$ cat src/rtl/fetch_pkg.sv
// Shared fetch-stage types and constants.
// PC_MISALIGN_TRAP_EN adds the FAULT state used for misaligned branch targets.
package fetch_pkg;

  localparam int unsigned INSTR_BYTES          = 4;
  localparam logic [31:0] DEFAULT_RESET_VECTOR = 32'h0000_0000;
  localparam logic [31:0] NOP_INSTR            = 32'h0000_0013;

  typedef enum logic [2:0] {
    IDLE  = 3'd0,
    REQ   = 3'd1,
    RESP  = 3'd2,
    DRAIN = 3'd3
`ifdef PC_MISALIGN_TRAP_EN
    ,
    FAULT = 3'd4
`endif
  } fetch_state_e;

  function automatic logic [31:0] align_word(input logic [31:0] addr);
    return {addr[31:2], 2'b00};
  endfunction

endpackage

$ cat src/rtl/fetch_slot.sv
// Registered fetch slot feeding IF/ID: load a response, hold while stalled,
// drop once consumed, and clear on any flush.
module fetch_slot (
  input  logic        clk,
  input  logic        reset,
  input  logic        load,
  input  logic        clear,
  input  logic        stall,
  input  logic [31:0] load_pc,
  input  logic [31:0] load_instr,
  output logic        valid,
  output logic [31:0] pc,
  output logic [31:0] instr
);

  // Clear outranks load so a response landing with a redirect is squashed.
  always_ff @(posedge clk or posedge reset) begin
    if (reset) begin
      valid <= 1'b0;
      pc    <= 32'h0;
      instr <= 32'h0;
    end else if (clear) begin
      valid <= 1'b0;
    end else if (load) begin
      valid <= 1'b1;
      pc    <= load_pc;
      instr <= load_instr;
    end else if (!stall) begin
      valid <= 1'b0;
    end
  end

endmodule

$ cat src/rtl/fetch_pc_ctrl.sv
// Fetch-stage PC sequencer with single-outstanding imem requests and redirects.
// Optional macro PC_MISALIGN_TRAP_EN: misaligned branch targets fault instead of aligning.
module fetch_pc_ctrl
  import fetch_pkg::*;
#(
  parameter logic [31:0] RESET_VECTOR = DEFAULT_RESET_VECTOR
) (
  input  logic        clk,
  input  logic        reset,
  input  logic        stall_i,
  input  logic        br_taken_i,
  input  logic [31:0] br_target_i,
  input  logic        trap_i,
  input  logic [31:0] trap_target_i,
  output logic        imem_req_o,
  output logic [31:0] imem_addr_o,
  input  logic        imem_gnt_i,
  input  logic        imem_rvalid_i,
  input  logic [31:0] imem_rdata_i,
  output logic        if_valid_o,
  output logic [31:0] if_pc_o,
  output logic [31:0] if_instr_o,
  output logic        flush_o,
  output logic        misalign_o
);

  fetch_state_e state_q, state_d;
  logic [31:0]  pc_q, pc_d;
  logic [31:0]  req_pc_q, req_pc_d;
  logic [31:0]  target;
  logic         req;
  logic         redirect;
  logic         fault_evt;
  logic         outstanding;
  logic         slot_load;

  assign target      = trap_i ? trap_target_i : br_target_i;
  assign flush_o     = trap_i | br_taken_i;
  assign req         = (state_q == REQ) && !(if_valid_o && stall_i);
  assign imem_req_o  = req;
  assign imem_addr_o = pc_q;

`ifdef PC_MISALIGN_TRAP_EN
  logic pend_q, pend_d;
  logic misalign_q;

  // Only a trap can leave FAULT; branches there merely flush.
  assign fault_evt  = !trap_i && br_taken_i && (state_q != FAULT) &&
                      (br_target_i[1:0] != 2'b00);
  assign redirect   = trap_i || (br_taken_i && (state_q != FAULT) && !fault_evt);
  assign misalign_o = misalign_q;

  always_comb begin
    pend_d = pend_q;
    if (fault_evt) begin
      pend_d = outstanding;
    end else if (state_q == FAULT) begin
      pend_d = pend_q && !imem_rvalid_i;
    end
  end

  always_ff @(posedge clk or posedge reset) begin
    if (reset) begin
      pend_q     <= 1'b0;
      misalign_q <= 1'b0;
    end else begin
      pend_q     <= pend_d;
      misalign_q <= fault_evt;
    end
  end
`else
  assign fault_evt  = 1'b0;
  assign redirect   = flush_o;
  assign misalign_o = 1'b0;
`endif

  // Whether a response is still owed after this edge; decides DRAIN vs REQ on redirect.
  always_comb begin
    outstanding = 1'b0;
    case (state_q)
      REQ:         outstanding = req && imem_gnt_i;
      RESP, DRAIN: outstanding = !imem_rvalid_i;
`ifdef PC_MISALIGN_TRAP_EN
      FAULT:       outstanding = pend_q && !imem_rvalid_i;
`endif
      default:     outstanding = 1'b0;
    endcase
  end

  always_comb begin
    state_d   = state_q;
    pc_d      = pc_q;
    req_pc_d  = req_pc_q;
    slot_load = 1'b0;

    case (state_q)
      IDLE: state_d = REQ;
      REQ: begin
        if (req && imem_gnt_i) begin
          pc_d     = pc_q + 32'(INSTR_BYTES);
          req_pc_d = pc_q;
          state_d  = RESP;
        end
      end
      RESP: begin
        if (imem_rvalid_i) begin
          slot_load = 1'b1;
          state_d   = REQ;
        end
      end
      DRAIN: begin
        if (imem_rvalid_i) begin
          state_d = REQ;
        end
      end
      default: state_d = state_q;
    endcase

    // A redirect drops whatever response arrives this cycle.
    if (redirect) begin
      pc_d      = align_word(target);
      slot_load = 1'b0;
      state_d   = outstanding ? DRAIN : REQ;
`ifdef PC_MISALIGN_TRAP_EN
    end else if (fault_evt) begin
      pc_d      = pc_q;
      slot_load = 1'b0;
      state_d   = FAULT;
`endif
    end
  end

  always_ff @(posedge clk or posedge reset) begin
    if (reset) begin
      state_q  <= IDLE;
      pc_q     <= RESET_VECTOR;
      req_pc_q <= RESET_VECTOR;
    end else begin
      state_q  <= state_d;
      pc_q     <= pc_d;
      req_pc_q <= req_pc_d;
    end
  end

  fetch_slot u_slot (
    .clk        (clk),
    .reset      (reset),
    .load       (slot_load),
    .clear      (flush_o),
    .stall      (stall_i),
    .load_pc    (req_pc_q),
    .load_instr (imem_rdata_i),
    .valid      (if_valid_o),
    .pc         (if_pc_o),
    .instr      (if_instr_o)
  );

endmodule

$ cat config.mk
export PLATFORM = sky130hd
export DESIGN_NAME = fetch_pc_ctrl
export DESIGN_NICKNAME = d
export VERILOG_FILES = /design/src/rtl/fetch_pkg.sv /design/src/rtl/fetch_slot.sv /design/src/rtl/fetch_pc_ctrl.sv
export SDC_FILE = /design/constraint.sdc
export NUM_CORES = 1
export LEC_CHECK = 0
export ABC_CLOCK_PERIOD_IN_PS = 7800
export BUFFER_PORTS_ARGS = -buffer_cell sky130_fd_sc_hd__clkbuf_2
export CORE_MARGIN = 1.5
export CORE_UTILIZATION = 54
export DETAILED_ROUTE_END_ITERATION = 12
export PLACE_DENSITY = 0.82
export SETUP_SLACK_MARGIN = 0.1
export SYNTH_ARGS = -nofsm -noshare
export SYNTH_HDL_FRONTEND = slang
export SYNTH_SLANG_ARGS = --single-unit
$ cat constraint.sdc
create_clock -name clk -period 7.8 [get_ports clk]
set_input_delay 0 -clock clk [delete_from_list [all_inputs] [get_ports clk]]
set_output_delay 0 -clock clk [all_outputs]
set_load 0.02 [all_outputs]
; Yosys cells after proc, flatten, opt, wreduce, memory -nomap -nowiden
; Cells that the tools add are included.
[totals]
out_inout_bits = 100
inputBits = 103
mem_bits_rw = 0
latch_bits = 0
mem_count = 0
elab_cells = 45
romBits = 0
reg_bits = 132
[op_classes]
n_eq_ne = 6
n_mux = 16
bitwise_logic = 2
n_shift = 0
div_mod_pow = 0
add_sub_neg = 1
reduce_logical = 14
mul = 0
order_cmp = 0
[ops]
columns = op, count
row1 = 2-to-1 mux 32 bit, 4
row2 = "adder 32 x 3 -> 32 bit, second input constant", 1
row3 = 2-to-1 mux 3 bit, 3
row4 = one-hot mux 3 bit (3 select lines), 1
row5 = "equality test 3 x 2 -> 1 bit, second input constant", 2
row6 = 2-to-1 mux 1 bit, 6
row7 = "!= test 3 x 1 -> 1 bit, second input constant", 2
row8 = AND reduction 2 bit, 3
row9 = nonzero test 2 bit, 2
row10 = nonzero test 4 bit, 1
row11 = "equality test 3 x 1 -> 1 bit, second input constant", 1
row12 = logical AND 1 bit, 3
row13 = logical NOT 3 bit, 1
row14 = "!= test 3 x 2 -> 1 bit, second input constant", 1
row15 = AND reduction 3 bit, 1
row16 = logical NOT 1 bit, 2
row17 = 2-to-1 mux 2 bit, 1
row18 = one-hot mux 1 bit (2 select lines), 1
row19 = OR reduction 2 bit, 1
row20 = NOT 1 bit, 1
row21 = bitwise OR 1 bit, 1

; Depth between registers and ports, before layout
; Gate-level depths: netlist (run 1).
[logic_depth]
ltp_word = 7
mapped_depth = 7
depth_no_buf = 5

; Hierarchy
; Synthesis (run 1) repeated with hierarchy kept, for this count alone.
[hier_totals]
hier_cells = 551
area_unflattened_um2 = 6158.4
[by_module_without_submodules]
columns = module, seq_area_each_um2, cells_per_inst, n_inst, area_per_inst_um2
row1 = fetch_pc_ctrl, 1551.5, 411, 1, 3419.5
row2 = fetch_slot, 1626.6, 140, 1, 2738.9

; Least setup slack after synthesis (run 1)
; Ideal clock, no wire load.
[synth_timing]
path_kind = reg-to-reg
from = reg pc_q[5], in the netlist imem_addr_o[5]
to = reg pc_q[27], in the netlist imem_addr_o[27]
path_slack_ps = 5628
t_arrival_ps = 2090
period_less_slack_ps = 2172
stages_incl_launch_ff = 7
path_buffers = 1
required_time_ps = 7718
setup_time_ps = 82
cell_sequence = dfrtp_1 -> and4_1 -> buf_6 -> nand4_4 -> or4_4 -> or4_1 -> a31oi_1
[synth_via]
elab_chain_cells = 4
[synth_lines]
columns = item, line_no
row1 = "start, declared", fetch_pc_ctrl.sv:28  ; logic [31:0] pc_q, pc_d;
row2 = "start signal, assigned", fetch_pc_ctrl.sv:140  ; pc_q <= pc_d;
row3 = adder 32 x 3 -> 32 bit, fetch_pc_ctrl.sv:100  ; pc_d = pc_q + 32'(INSTR_BYTES);
row4 = 2-to-1 mux 32 bit, fetch_pc_ctrl.sv:99  ; if (req && imem_gnt_i) begin
row5 = 2-to-1 mux 32 bit, fetch_pc_ctrl.sv:96  ; case (state_q)
row6 = 2-to-1 mux 32 bit, fetch_pc_ctrl.sv:120  ; if (redirect) begin
; No other way between the ends. The select of a mux whose other input is x is not followed.
; A chain may end at the register's enable or synchronous reset.

; Worst setup path after layout (run 1)
[layout_timing]
from = reg pc_q[6], in the netlist imem_addr_o[6]
to = reg pc_q[14], in the netlist imem_addr_o[14]
; The elaborated chain is that of the path after synthesis.

==> impl_metrics.py, run 1 <==
metrics = {
    "sta": {
        "period_minus_slack_ns": 2.919,
        "hold_viol": 0,
        "setup-violations-final": 0,
        "fmax_mhz": 342.6,
        "setup_tns_ns": 0,
        "setup_ws_ns": 4.881,
        "drv_slew": 0,
        "rsz0062_at_grt": "no",
        "fin_skew_ns": 0.006496,
        "period_share": 0.3742,
        "slew_headroom": 0.4095,
        "tightestPinTransition_ns": 0.8858,
    },
    "die": {
        "coreArea_sq_um": 10280,
        "die_x_um": 105.7,
        "start_util": 0.5541,
        "num_rows": 37,
        "die_y_um": 105.7,
        "io_pins": 203,
        "dieArea_sq_um": 11170,
    },
    "pwr": {
        "power_leakage_nw": 4.142,
        "vdd_drop_max_mv": 0.1321,
        "cellPowerDensity_nw_per_um2": 234.6,
    },
    "grt": {
        "grt_use_met3": 0.08287,
        "globalRouteMet1Util": 0.3561,
        "top_usage_layer": "met2",
        "antenna_found_initial": 0,
        "met2_usage": 0.5455,
        "grt_pass1_vias": 5387,
        "grt_usage": 0.3092,
        "grt_pass1_wl_um": 26450,
        "grt_overflow": 0,
        "grt_max_degree": 75,
    },
    "detailed_routing": {
        "wl_um": 16730,
        "drtAntennaViolNets": 0,
        "dr.pass1.iters": 5,
        "drtIter0Drc": 387,
        "drc_errors": 0,
        "avgViaCountPerCell": 5.525,
        "num_vias": 5326,
        "wire_per_inst_um": 17.35,
    },
    "setup_path": {
        "crit_family": "simple AND/OR/NAND/NOR gates",
        "slowest_stage": "dlygate4sd3_1",
        "worst-setup-path-type": "reg2reg",
        "crit_required_ns": 8.20,
        "worstPathMaxFanout": 11,
        "cp.arrival_ns": 3.32,
        "cp_cell_sequence": "and4_1 > nand4_1 > nor4_1 > xnor2_1 > o221ai_1 > dlygate4sd3_1",
        "crit_buf_inv": 1,
        "start_kind": "flop",
        "crit_path_end_kind": "flop",
        "max_stage_delay_ns": 0.59,
    },
    "clock_network": {
        "cts_setup_buffers": 0,
        "worstSkewPairLatency_ns": 0.52,
        "cts_tree": "yes",
        "cts_max_level": 4,
        "clock_path_buffers": 2,
        "cts_buffers": 17,
        "clkSlewWorstSetupHoldPaths_ns": 0.06,
        "cts.repair.resized": 0,
        "cts_hold_buf": 97,
        "cts_sinks": 125,
        "cts_root_buffer": "clkbuf_8",
    },
    "yosys": {
        "ys_warn_count": 0,
        "yosysTopAreaCellShare": 0.5493,
        "avgSynthCellArea_sq_um": 10.68,
        "yosysMostFrequentCell": "dfrtp_1",
        "synthArstFlopShare": 1.000,
        "ys_seq_area_frac": 0.5493,
        "yosysTopAreaCell": "dfrtp_1",
        "ys.flop_type": "dfrtp_1",
        "synth.ff_latch_count": 125,
        "synth.distinct_cells": 44,
        "synth_edf_count": 0,
        "synthTopCellsByCount": "125 x dfrtp_1, 116 x nand2_1, 63 x mux2_2, 27 x clkbuf_1, 18 x xnor2_1",
        "syn-instance-count": 533,
        "netlist_area_sq_um": 5694,
        "ys_top_cells_by_area": "dfrtp_1 55%, mux2_2 12%, nand2_1 7.6%, xnor2_1 2.8%, a211oi_1 1.8%",
    },
    "placement": {
        "dpl_cell_area_sq_um": 6739,
        "dp_cells": 835,
        "gp_congestion": 0.9243,
        "dp_slack_ns": 5.515,
        "dp_hpwl_um": 9696,
        "portBuffers": 193,
    },
    "status": {
        "status": "finished, final reports clean",
    },
    "cells_and_area": {
        "fin_area_sq_um": 8243,
        "nets": 919,
        "area_delta_synth_final_pct": 44.76,
        "antenna_cells": 0,
        "drive_gt1_frac": 0.3635,
        "post-route-util": 0.8020,
        "final_cells": 964,
    },
    "worst_hold_path": {
        "hp-class": "in2reg",
    },
    "job": {
        "cap_violations": 0,
    },
}
## metal layers
| layer | vias to the layer above | wire length, um |
|---|---|---|
| met3 | 49 | 1344 |
| met5 | - | 0 |
| li1 | 2424 | - |
| met1 | 2549 | 6288 |
| met2 | 304 | 8570 |
| met4 | 0 | 523 |
## cell families after synthesis
kind of cell / count (synthesis) / share of synthesized area
AO/OA/AOI/OAI: 73 / 0.08460
XOR/XNOR: 19 / 0.02922
adder cells (fa/ha/maj): 1 / 0.002197
buffers and inverters: 46 / 0.03494
flip-flops: 125 / 0.5493
multiplexers: 65 / 0.1281
other: 1 / 0.0006586
AND/OR/NAND/NOR: 203 / 0.1710
## worst min-delay path: cells and delay by family
kind | cells | cell delay [ns]
AO/OA/AOI/OAI | 3 | 0.34
buffers and inverters | 1 | 0.08
AND/OR/NAND/NOR | 2 | 0.12
## layout by cell type, fill, tap and decap left out, types with 5 or more instances in the layout
master         instances
a211oi_1              14
a21oi_1               16
and3_1                 6
buf_4                  7
clkbuf_16             16
clkbuf_2             193
clkinv_2               6
clkinvlp_4             5
conb_1                 5
dfrtp_1              125
dlygate4sd3_1         97
inv_1                  7
mux2_2                63
nand2_1              116
nand3_1                8
nand4_1                9
nor2_1                 6
nor2b_1               15
nor3_1                 8
nor4_1                15
o21ai_0               16
o31ai_1                6
xnor2_1               18
## registers in the layout (all words and copies together) (netlist names)
| name | cells |
|---|---|
| state_q | 2 |
| u_slot.instr | 32 |
| u_slot.pc | 30 |
| req_pc_q | 30 |
| u_slot.valid | 1 |
| imem_addr_o | 30 |
## path summary, 6_finish.rpt
path / slack (ns) / depth (start not counted) / from / to
min reg2reg: 0.47 / 2 / req_pc_q[14] / req_pc_q[14]
min in group asynchronous: 0.14 / 3 / reset / u_slot.pc[7]
min: 0.06 / 6 / br_target_i[21] / imem_addr_o[21]
max: 4.88 / 6 / imem_addr_o[6] / imem_addr_o[14]
max in group asynchronous: 6.34 / 4 / reset / u_slot.pc[21]
max reg2reg: 4.88 / 6 / imem_addr_o[6] / imem_addr_o[14]
## metrics by stage
stage / power, W / hold slack [ns]
floorplan: 0.001043 / 0.1073
global placement: 0.001162 / 0.1005
detailed placement: 0.001181 / 0.1183
CTS: 0.001930 / 0.03477
global route: 0.002015 / 0.1114
finish: 0.001934 / 0.06294
## power breakdown
part	switching (W)	total, W	leakage (nW)	internal [W]
Sequential	0.0000767	0.000825	1.60	0.000748
Combinational	0.000235	0.000409	2.29	0.000174
Clock	0.000274	0.000700	0.252	0.000426
Total	0.000586	0.00193	4.14	0.00135
## final cells by class
| type | count | area, sq um |
|---|---|---|
| Inverter | 8 | 32.53 |
| Sequential cell | 125 | 3128 |
| Clock buffer | 20 | 435.4 |
| Tap cell | 136 | 170.2 |
| Fill cell | 620 | 2034 |
| Clock inverter | 12 | 97.59 |
| Timing Repair Buffer | 297 | 1989 |
| Multi-Input combinational cell | 366 | 2390 |
Note: power is estimated with default switching activity, not from simulation.
==> inputs of run 2 (changes only) <==
--- a/config.mk
+++ b/config.mk
@@ -5,12 +5,12 @@
 export SDC_FILE = /design/constraint.sdc
 export NUM_CORES = 1
 export LEC_CHECK = 0
-export ABC_CLOCK_PERIOD_IN_PS = 7800
+export ABC_CLOCK_PERIOD_IN_PS = 2660
 export BUFFER_PORTS_ARGS = -buffer_cell sky130_fd_sc_hd__clkbuf_2
 export CORE_MARGIN = 1.5
-export CORE_UTILIZATION = 54
+export CORE_UTILIZATION = 45
 export DETAILED_ROUTE_END_ITERATION = 12
-export PLACE_DENSITY = 0.82
+export PLACE_DENSITY = 0.72
 export SETUP_SLACK_MARGIN = 0.1
 export SYNTH_ARGS = -nofsm -noshare
 export SYNTH_HDL_FRONTEND = slang
==> constraint.sdc (replaced) <==
create_clock -name clk -period 2.66 [get_ports clk]
set_input_delay 0 -clock clk [delete_from_list [all_inputs] [get_ports clk]]
set_output_delay 0 -clock clk [all_outputs]
set_load 0.02 [all_outputs]
==> run 2 against run 1 <==
Net effect: worst hold slack lost 0.046 ns; register-to-register slack worse by 4.6 ns; critical endpoint is now imem_addr_o[13]; sequential cell count did not move; clock skew about the same; clock power rose to 3.3 times the previous value; final cell count up 2.6%.
==> impl_metrics.py, run 2 (synthesized netlist as in run 1, its figures left out) <==
metrics = {
    "setup_path": {
        "start_kind": "flop",
        "max_stage_delay_ns": 0.58,
        "cp.arrival_ns": 2.72,
        "worstPathMaxFanout": 7,
        "crit_family": "simple AND/OR/NAND/NOR gates",
        "worst-setup-path-type": "reg2reg",
        "cp.depth": 7,
        "r2r_cells": 7,
        "cp_cell_sequence": "and4_1 > buf_4 > nand2_1 > nor4_1 > xnor2_1 > o221ai_1 > dlygate4sd3_1",
        "slowest_stage": "dlygate4sd3_1",
        "crit_path_end_kind": "flop",
        "crit_buf_inv": 2,
        "crit_required_ns": 2.95,
    },
    "cells_and_area": {
        "layout_commonest_cell": "clkbuf_2",
        "drive_gt1_frac": 0.3703,
        "fin_area_sq_um": 8288,
        "post-route-util": 0.6815,
        "nets": 913,
        "nFillCells": 917,
        "largest_reg_flops": 32,
        "area_delta_synth_final_pct": 45.55,
        "antenna_cells": 0,
        "regMostFlops": "u_slot.instr",
        "final_cell_mix": "193 x clkbuf_2, 125 x dfrtp_1, 116 x nand2_1, 87 x dlygate4sd3_1, 63 x mux2_2",
    },
    "grt": {
        "grt_usage": 0.2400,
        "grt_overflow": 0,
        "grt_pass1_wl_um": 24750,
        "antenna_found_initial": 0,
        "grt_pass1_vias": 5081,
        "grt_max_degree": 78,
    },
    "detailed_routing": {
        "wire_per_inst_um": 15.59,
        "dr.pass1.iters": 5,
        "num_vias": 5062,
        "wl_um": 15420,
        "drtAntennaViolNets": 0,
        "drc_errors": 0,
        "drtIter0Drc": 431,
        "avgViaCountPerCell": 5.118,
    },
    "die": {
        "io_pins": 203,
        "dieArea_sq_um": 13340,
        "die_y_um": 115.5,
        "coreArea_sq_um": 12160,
        "num_rows": 40,
        "start_util": 0.4682,
        "die_x_um": 115.5,
    },
    "sta": {
        "slew_headroom": 0.5644,
        "hold_ws_ns": 0.01664,
        "period_share": 0.9131,
        "rsz0062_at_grt": "no",
        "drv_slew": 0,
        "setup-violations-final": 0,
        "setup_tns_ns": 0,
        "period_minus_slack_ns": 2.429,
        "tightestPinTransition_ns": 0.6534,
        "fmax_mhz": 411.7,
        "fin_skew_ns": 0.006837,
        "hold_viol": 0,
    },
    "job": {
        "cap_violations": 0,
    },
    "pwr": {
        "power_w": 0.005856,
        "cellPowerDensity_nw_per_um2": 706.6,
        "p_int_w": 0.004206,
        "vdd_drop_max_mv": 0.4013,
        "pwr-share-seq": 0.413,
        "power_leakage_nw": 4.157,
        "pwr-share-clk": 0.390,
        "p_comb_frac": 0.197,
        "power_switching_w": 0.001650,
        "p_sw_frac": 0.2817,
    },
    "clock_network": {
        "clkSlewWorstSetupHoldPaths_ns": 0.06,
        "cts_buffers": 17,
        "cts_root_buffer": "clkbuf_16",
        "cts_sinks": 125,
        "cts_setup_buffers": 0,
        "cts_tree": "yes",
        "clock_path_buffers": 2,
        "worstSkewPairLatency_ns": 0.40,
        "cts_max_level": 4,
    },
    "placement": {
        "gp_congestion": 0.9364,
        "dp_hpwl_um": 10180,
        "dpl_cell_area_sq_um": 6823,
        "portBuffers": 193,
    },
    "worst_hold_path": {
        "hp-class": "in2reg",
        "min_path_cells": 4,
    },
    "status": {
        "status": "finished, final reports clean",
    },
}
run 2: cell types whose count changed in the layout (fill, tap and decap cells not counted), moves of 2 or more:
cell           previous run  this run
clkbuf_1                  2         4
dlygate4sd3_1            97        87
bufinv_16                 1         3
clkinvlp_4                5         1
buf_4                     7        10
run 2: worst paths after layout:
path	startpoint	end	slack (ns)
max in group asynchronous	reset	u_slot.instr[29]	1.72
max	imem_addr_o[5]	imem_addr_o[13]	0.23
min in group asynchronous	reset	u_slot.pc[11]	0.20
min	br_target_i[31]	imem_addr_o[31]	0.02
min reg2reg	req_pc_q[13]	req_pc_q[13]	0.47
max reg2reg	imem_addr_o[5]	imem_addr_o[13]	0.23
run 2: power by group through the flow:
stage	combinational, W	clock [W]	sequential (W)
floorplan	0.000472	0	0.00259
global placement	0.00101	0	0.00242
detailed placement	0.00104	0	0.00245
CTS	0.00116	0.00232	0.00241
global route	0.00126	0.00240	0.00246
finish	0.00116	0.00228	0.00242
run 2: cell type report:
class,count,area (sq um),share of cell area
Inverter,8,33.78,0.004076
Sequential cell,125,3128,0.3774
Clock inverter,8,115.1,0.01389
Clock buffer,23,467.9,0.05646
Tap cell,168,210.2,0.02536
Timing Repair Buffer,291,1932,0.2331
Multi-Input combinational cell,366,2401,0.2897
run 2: repair_timing:
action / 4_1_cts / 5_1_grt
hold endpoints to repair: 83 / 0
gates resized for setup: 0 / 3
hold buffers: 87 / 0
setup endpoints to repair: 0 / 5
run 2: per-layer routing:
| layer | GRT usage | share of wire | up-vias |
|---|---|---|---|
| met4 | 0.08313 | 0.019 | 0 |
| met1 | 0.3115 | 0.43 | 2402 |
| li1 | - | - | 2417 |
| met5 | 0 | 0 | - |
| met2 | 0.3984 | 0.49 | 217 |
| met3 | 0.05492 | 0.060 | 26 |
run 2: metrics by stage:
stage / std cells / setup slack (ns)
detailed placement: 871 / 0.4627
floorplan: 537 / 0.4880
global route: 989 / 0.1238
global placement: 871 / 0.5075
CTS: 989 / 0.1317
finish: 989 / 0.2310
run 2: worst reg2reg max path, stage by stage (launching register included):
cell and delay [ns]:
dfrtp_1 0.45, and4_1 0.31, buf_4 0.16, nand2_1 0.15, nor4_1 0.38, xnor2_1 0.17
o221ai_1 0.12, dlygate4sd3_1 0.58
